===== config.mk =====
export PLATFORM = sky130hd
export DESIGN_NAME = gecco_vb_sr_loader
export DESIGN_NICKNAME = d
export VERILOG_FILES = /design/src/rtl/gecco_vb_sr_loader.sv
export SDC_FILE = /design/constraint.sdc
export NUM_CORES = 1
export LEC_CHECK = 0
export BUFFER_PORTS_ARGS = -buffer_cell sky130_fd_sc_hd__buf_4
export CAP_MARGIN = 20
export CORE_MARGIN = 2
export CORE_UTILIZATION = 40
export CTS_CLUSTER_DIAMETER = 200
export CTS_CLUSTER_SIZE = 40
export DETAILED_ROUTE_END_ITERATION = 10
export PLACE_DENSITY = 0.69
export SLEW_MARGIN = 20
export SYNTH_ARGS = -nofsm -noshare
export SYNTH_HDL_FRONTEND = slang
export SYNTH_SLANG_ARGS = --single-unit
export TNS_END_PERCENT = 30

===== constraint.sdc =====
create_clock -name sysclk -period 3.65 [get_ports sysclk]
set_input_delay 0.9125 -clock sysclk [delete_from_list [all_inputs] [get_ports sysclk]]
set_output_delay 0.9125 -clock sysclk [all_outputs]
set_load 0.1 [all_outputs]

===== src/rtl/gecco_vb_sr_loader.sv =====
// Serialises parallel DAC configuration words onto the GECCO voltage-board
// three-wire shift-register interface (vb_clk / vb_data / vb_load).
module gecco_vb_sr_loader #(
  parameter int unsigned DATA_WIDTH = 16,
  parameter int unsigned CLK_DIV    = 4,
  parameter int unsigned LOAD_LEN   = 4
) (
  input  logic                  sysclk,
  input  logic                  reset,
  input  logic [DATA_WIDTH-1:0] in_data,
  input  logic                  in_valid,
  input  logic                  in_last,
  output logic                  in_ready,
  output logic                  vb_clk,
  output logic                  vb_data,
  output logic                  vb_load,
  output logic                  busy,
  output logic                  done,
  output logic [7:0]            words_shifted
);

  localparam int unsigned BitW = $clog2(DATA_WIDTH);
  localparam logic [BitW-1:0] LastBit = BitW'(DATA_WIDTH - 1);
  localparam logic [7:0] DivLast  = 8'(CLK_DIV - 1);
  localparam logic [7:0] LoadLast = 8'(LOAD_LEN - 1);

  typedef enum logic [2:0] {
    StIdle,
    StShiftLo,
    StShiftHi,
    StWaitWord,
    StLoadGap,
    StLoad,
    StDone
  } state_e;

  state_e                state_q;
  logic [7:0]            cnt_q;
  logic [BitW-1:0]       bit_q;
  // Holds only the bits not yet presented; the MSB goes straight to vb_data.
  logic [DATA_WIDTH-2:0] sr_q;
  logic                  last_q;
  logic                  in_ready_q;
  logic                  vb_clk_q;
  logic                  vb_data_q;
  logic                  vb_load_q;
  logic                  busy_q;
  logic                  done_q;
  logic [7:0]            words_q;
  logic                  accept;

  assign accept = in_valid & in_ready_q;

  always_ff @(posedge sysclk) begin
    if (reset) begin
      state_q    <= StIdle;
      cnt_q      <= '0;
      bit_q      <= '0;
      sr_q       <= '0;
      last_q     <= 1'b0;
      in_ready_q <= 1'b0;
      vb_clk_q   <= 1'b0;
      vb_data_q  <= 1'b0;
      vb_load_q  <= 1'b0;
      busy_q     <= 1'b0;
      done_q     <= 1'b0;
      words_q    <= '0;
    end else begin
      case (state_q)
        StIdle, StWaitWord: begin
          if (state_q == StIdle) in_ready_q <= 1'b1;
          if (accept) begin
            sr_q       <= in_data[DATA_WIDTH-2:0];
            vb_data_q  <= in_data[DATA_WIDTH-1];
            last_q     <= in_last;
            bit_q      <= '0;
            cnt_q      <= '0;
            in_ready_q <= 1'b0;
            busy_q     <= 1'b1;
            state_q    <= StShiftLo;
            if (state_q == StIdle) words_q <= '0;
          end
        end
        StShiftLo: begin
          if (cnt_q == DivLast) begin
            cnt_q    <= '0;
            vb_clk_q <= 1'b1;
            state_q  <= StShiftHi;
          end else begin
            cnt_q <= cnt_q + 8'd1;
          end
        end
        StShiftHi: begin
          if (cnt_q == DivLast) begin
            cnt_q    <= '0;
            vb_clk_q <= 1'b0;
            if (bit_q < LastBit) begin
              vb_data_q <= sr_q[DATA_WIDTH-2];
              sr_q      <= sr_q << 1;
              bit_q     <= bit_q + 1'b1;
              state_q   <= StShiftLo;
            end else begin
              if (words_q != 8'hFF) words_q <= words_q + 8'd1;
              if (last_q) begin
                state_q <= StLoadGap;
              end else begin
                in_ready_q <= 1'b1;
                state_q    <= StWaitWord;
              end
            end
          end else begin
            cnt_q <= cnt_q + 8'd1;
          end
        end
        StLoadGap: begin
          if (cnt_q == DivLast) begin
            cnt_q     <= '0;
            vb_load_q <= 1'b1;
            state_q   <= StLoad;
          end else begin
            cnt_q <= cnt_q + 8'd1;
          end
        end
        StLoad: begin
          if (cnt_q == LoadLast) begin
            cnt_q     <= '0;
            vb_load_q <= 1'b0;
            done_q    <= 1'b1;
            state_q   <= StDone;
          end else begin
            cnt_q <= cnt_q + 8'd1;
          end
        end
        StDone: begin
          done_q     <= 1'b0;
          busy_q     <= 1'b0;
          in_ready_q <= 1'b1;
          state_q    <= StIdle;
        end
        default: begin
          state_q <= StIdle;
        end
      endcase
    end
  end

  assign in_ready      = in_ready_q;
  assign vb_clk        = vb_clk_q;
  assign vb_data       = vb_data_q;
  assign vb_load       = vb_load_q;
  assign busy          = busy_q;
  assign done          = done_q;
  assign words_shifted = words_q;

endmodule


==> impl_results.md <==
- Post-synth EDFFs: 0
- Placed cell areas: 2590 µm²
- DR iter-0 viols: 161
- First-pass GRT wire length: 7850 µm
- Stages on the worst setup path: 7
- Gr usage total: 0.155
- Crit-path cells: buf_4, nand2_1, nor4_4, a31o_1, buf_4, nor3b_1, a41o_1
- Fill cells: 544
- Number of global-route vias before repair: 1788
- Post-CTS resize count: 0
- HPWL Detailed: 3240 µm
- Fmax: 463 MHz
- Max stage delay cell, worst path: nor4_4
- Final Core Density: 0.481
- Required @ worst endpoint: 3.85 ns
- Outcome: finished, final reports clean
- Core area: 5570 µm²
- Mapped Area: 2340 µm²
- Sequential area share after synthesis: 0.385
- Pins over their slew limit: 0
- Tcrit/Tclk final: 0.592
- Largest net degree at the start of global routing: 35
- Fraction of layout cells with a size suffix above 1: 0.227
- Vert. Die Dim: 80.4 µm
- Initial Utilization: 0.419
- Worst hold slack: 0.494 ns
- Async SR Flop Fraction: 0
- Most used cell, CP: buf_4
- CP startpoint kind: input port
- Main synth FF type: dfxtp_1
- Worst-margin pin slew: 0.554 ns
- Total CTS buffers: 5
- Crit path max-delay family: simple AND/OR/NAND/NOR gates
- Post-synth cell types: 55
- Total number of vias: 1906
- Worst setup path category: in2reg
- Slew HR: 0.630
- Drt pass-1 iters: 4
- Cell count after synthesis: 253
- HP Class: reg2reg
- H-tree Lvls: 2
- Max-cap violations: 0
- Reg-to-reg startpoint: state_q[0]
- Setup Buffers After CTS: 0
- PwrDens: 365 nW/µm²
- Area occupied by multi-input gates: 1320 µm²
- RD Place Congestion: 0.805
- Clk sinks: 45
- Antenna Nets Post-Route: 0
- R2r setup slk: 1.50 ns
- IO buf count: 33
- Diode count: 0
- CTS max path bufs: 2
- Final instance area: 2680 µm²
- CP max FO: 34
- Sequential cell area: 901 µm²
- Final min period: 2.16 ns
- Nets@finish: 301
- Final setup fails: 0
- Area Overhead vs Synth: 14.7%
- CTS tree: done
- Worst Setup SP: in_valid
- Synth Register Bits: 45
- Worst skew pair latency: 0.30 ns
- Worst Skew: 0.00754 ns
- Final Hold Viols: 0
- Total Neg Setup Slack: 0 ns
- Clock-pin slew on the worst setup and hold paths: 0.08 ns
- Initial antenna violation count: 0
- CP Buf/Inv Count: 2
- IR drop worst, VDD: 0.000130 V
- Path depth of the worst reg2reg path: 6
- Full die area: 6470 µm²
- Die width: 80.4 µm
- CTS Hold Bufs: 0
- Std-Cell Rows: 27
- CP endpoint: sr_q[0]
- P_leak: 1.08 nW
- CP Data Arrival Time: 2.36 ns
- Slowest stage delay, CP: 0.39 ns
- Worst r2r dst: sr_q[0]
- Wire per inst: 13.6 µm
- Clock root cell: clkbuf_8
- Total wire length: 4750 µm
- CP Capture Type: flip-flop
- Routed vias/inst: 5.45
- Average size of a mapped cell: 9.24 µm²
- RSZ-0062 raised after global routing: no
- Overflow left after global routing: 0
- YS warnings: 0
- Post-route DRC violation count: 0
- Post-synth net total: 276
- # IOs: 34
==> layer usage <==
layer  vias up  global-route usage  routed length, µm
met4         0              0.0678                 91
met5         -                   0                  0
met2        35               0.242               2200
met3         8              0.0416                195
met1       887               0.201               2260
li1        976                   -                  -
==> power breakdown <==
part	switching [W]	internal (W)
logic	0.0000871	0.0000561
registers	0.0000154	0.000512
clock network	0.000158	0.000150
==> state kept, by name, indices dropped and copies added, names as in the netlist <==
register	cells
vb_load	1
cnt_q	8
sr_q	15
done	1
state_q	3
busy	1
in_ready	1
last_q	1
vb_data	1
words_shifted	8
vb_clk	1
bit_q	4
==> logic make-up after synthesis <==
group	synth area share
buffers and inverters	0.0492
multiplexers	0.0771
XOR/XNOR	0.0375
AO/OA/AOI/OAI	0.226
AND/OR/NAND/NOR	0.208
adder cells (fa/ha/maj)	0.0161
flip-flops	0.385
==> synthesized netlist by cell type (6+ instances only) <==
cell	n	area, µm²
xnor2_1	7	61.3
nor2_1	36	135
dfxtp_1	45	901
mux2i_1	18	180
nand4_1	6	37.5
a211oi_2	14	175
nand2_1	15	56.3
a31oi_1	6	37.5
o21ai_0	6	30.0
a21oi_1	8	40.0
nor3_1	9	45.0
==> cells in the final DEF (no fill, tap or decap), types with 4 or more instances in the layout <==
| master | count |
|---|---|
| a211oi_1 | 4 |
| a211oi_2 | 14 |
| a21oi_1 | 8 |
| a31oi_1 | 6 |
| and3_1 | 4 |
| buf_4 | 35 |
| clkbuf_8 | 6 |
| dfxtp_1 | 45 |
| inv_1 | 4 |
| mux2i_1 | 18 |
| nand2_1 | 15 |
| nand3_1 | 4 |
| nand4_1 | 6 |
| nor2_1 | 36 |
| nor3_1 | 9 |
| o21ai_0 | 6 |
| xnor2_1 | 7 |
==> area by class of cell <==
| type | instances | area share |
|---|---|---|
| Timing Repair Buffer | 35 | 0.0980 |
| Clock buffer | 7 | 0.0322 |
| Multi-Input combinational cell | 186 | 0.493 |
| Sequential cell | 45 | 0.336 |
| Inverter | 5 | 0.00700 |
| Tap cell | 72 | 0.0336 |
==> worst min path at each step <==
stage,from,end,cells after the start
floorplan,sr_q[1],sr_q[1],2
global placement,busy,busy,2
detailed placement,busy,busy,2
CTS,busy,busy,2
global route,busy,busy,2
finish,vb_load,vb_load,2
==> metrics by stage <==
step	cells	setup WS (ns)	power (W)
3_5_place_dp	343	1.19	0.000683
2_1_floorplan	253	1.28	0.000649
3_3_place_gp	343	1.26	0.000679
6_report	350	1.49	0.000979
4_1_cts	350	1.50	0.000993
5_1_grt	350	1.37	0.00103
==> worst register-to-register path: stages (launching register included) <==
cell and delay [ns]:
dfxtp_1 0.66, nor2b_1 0.21, nor4_4 0.35, a31o_1 0.15, buf_4 0.37, nor3b_1 0.10, a41o_1 0.21
(Power assumes the default switching activity.)
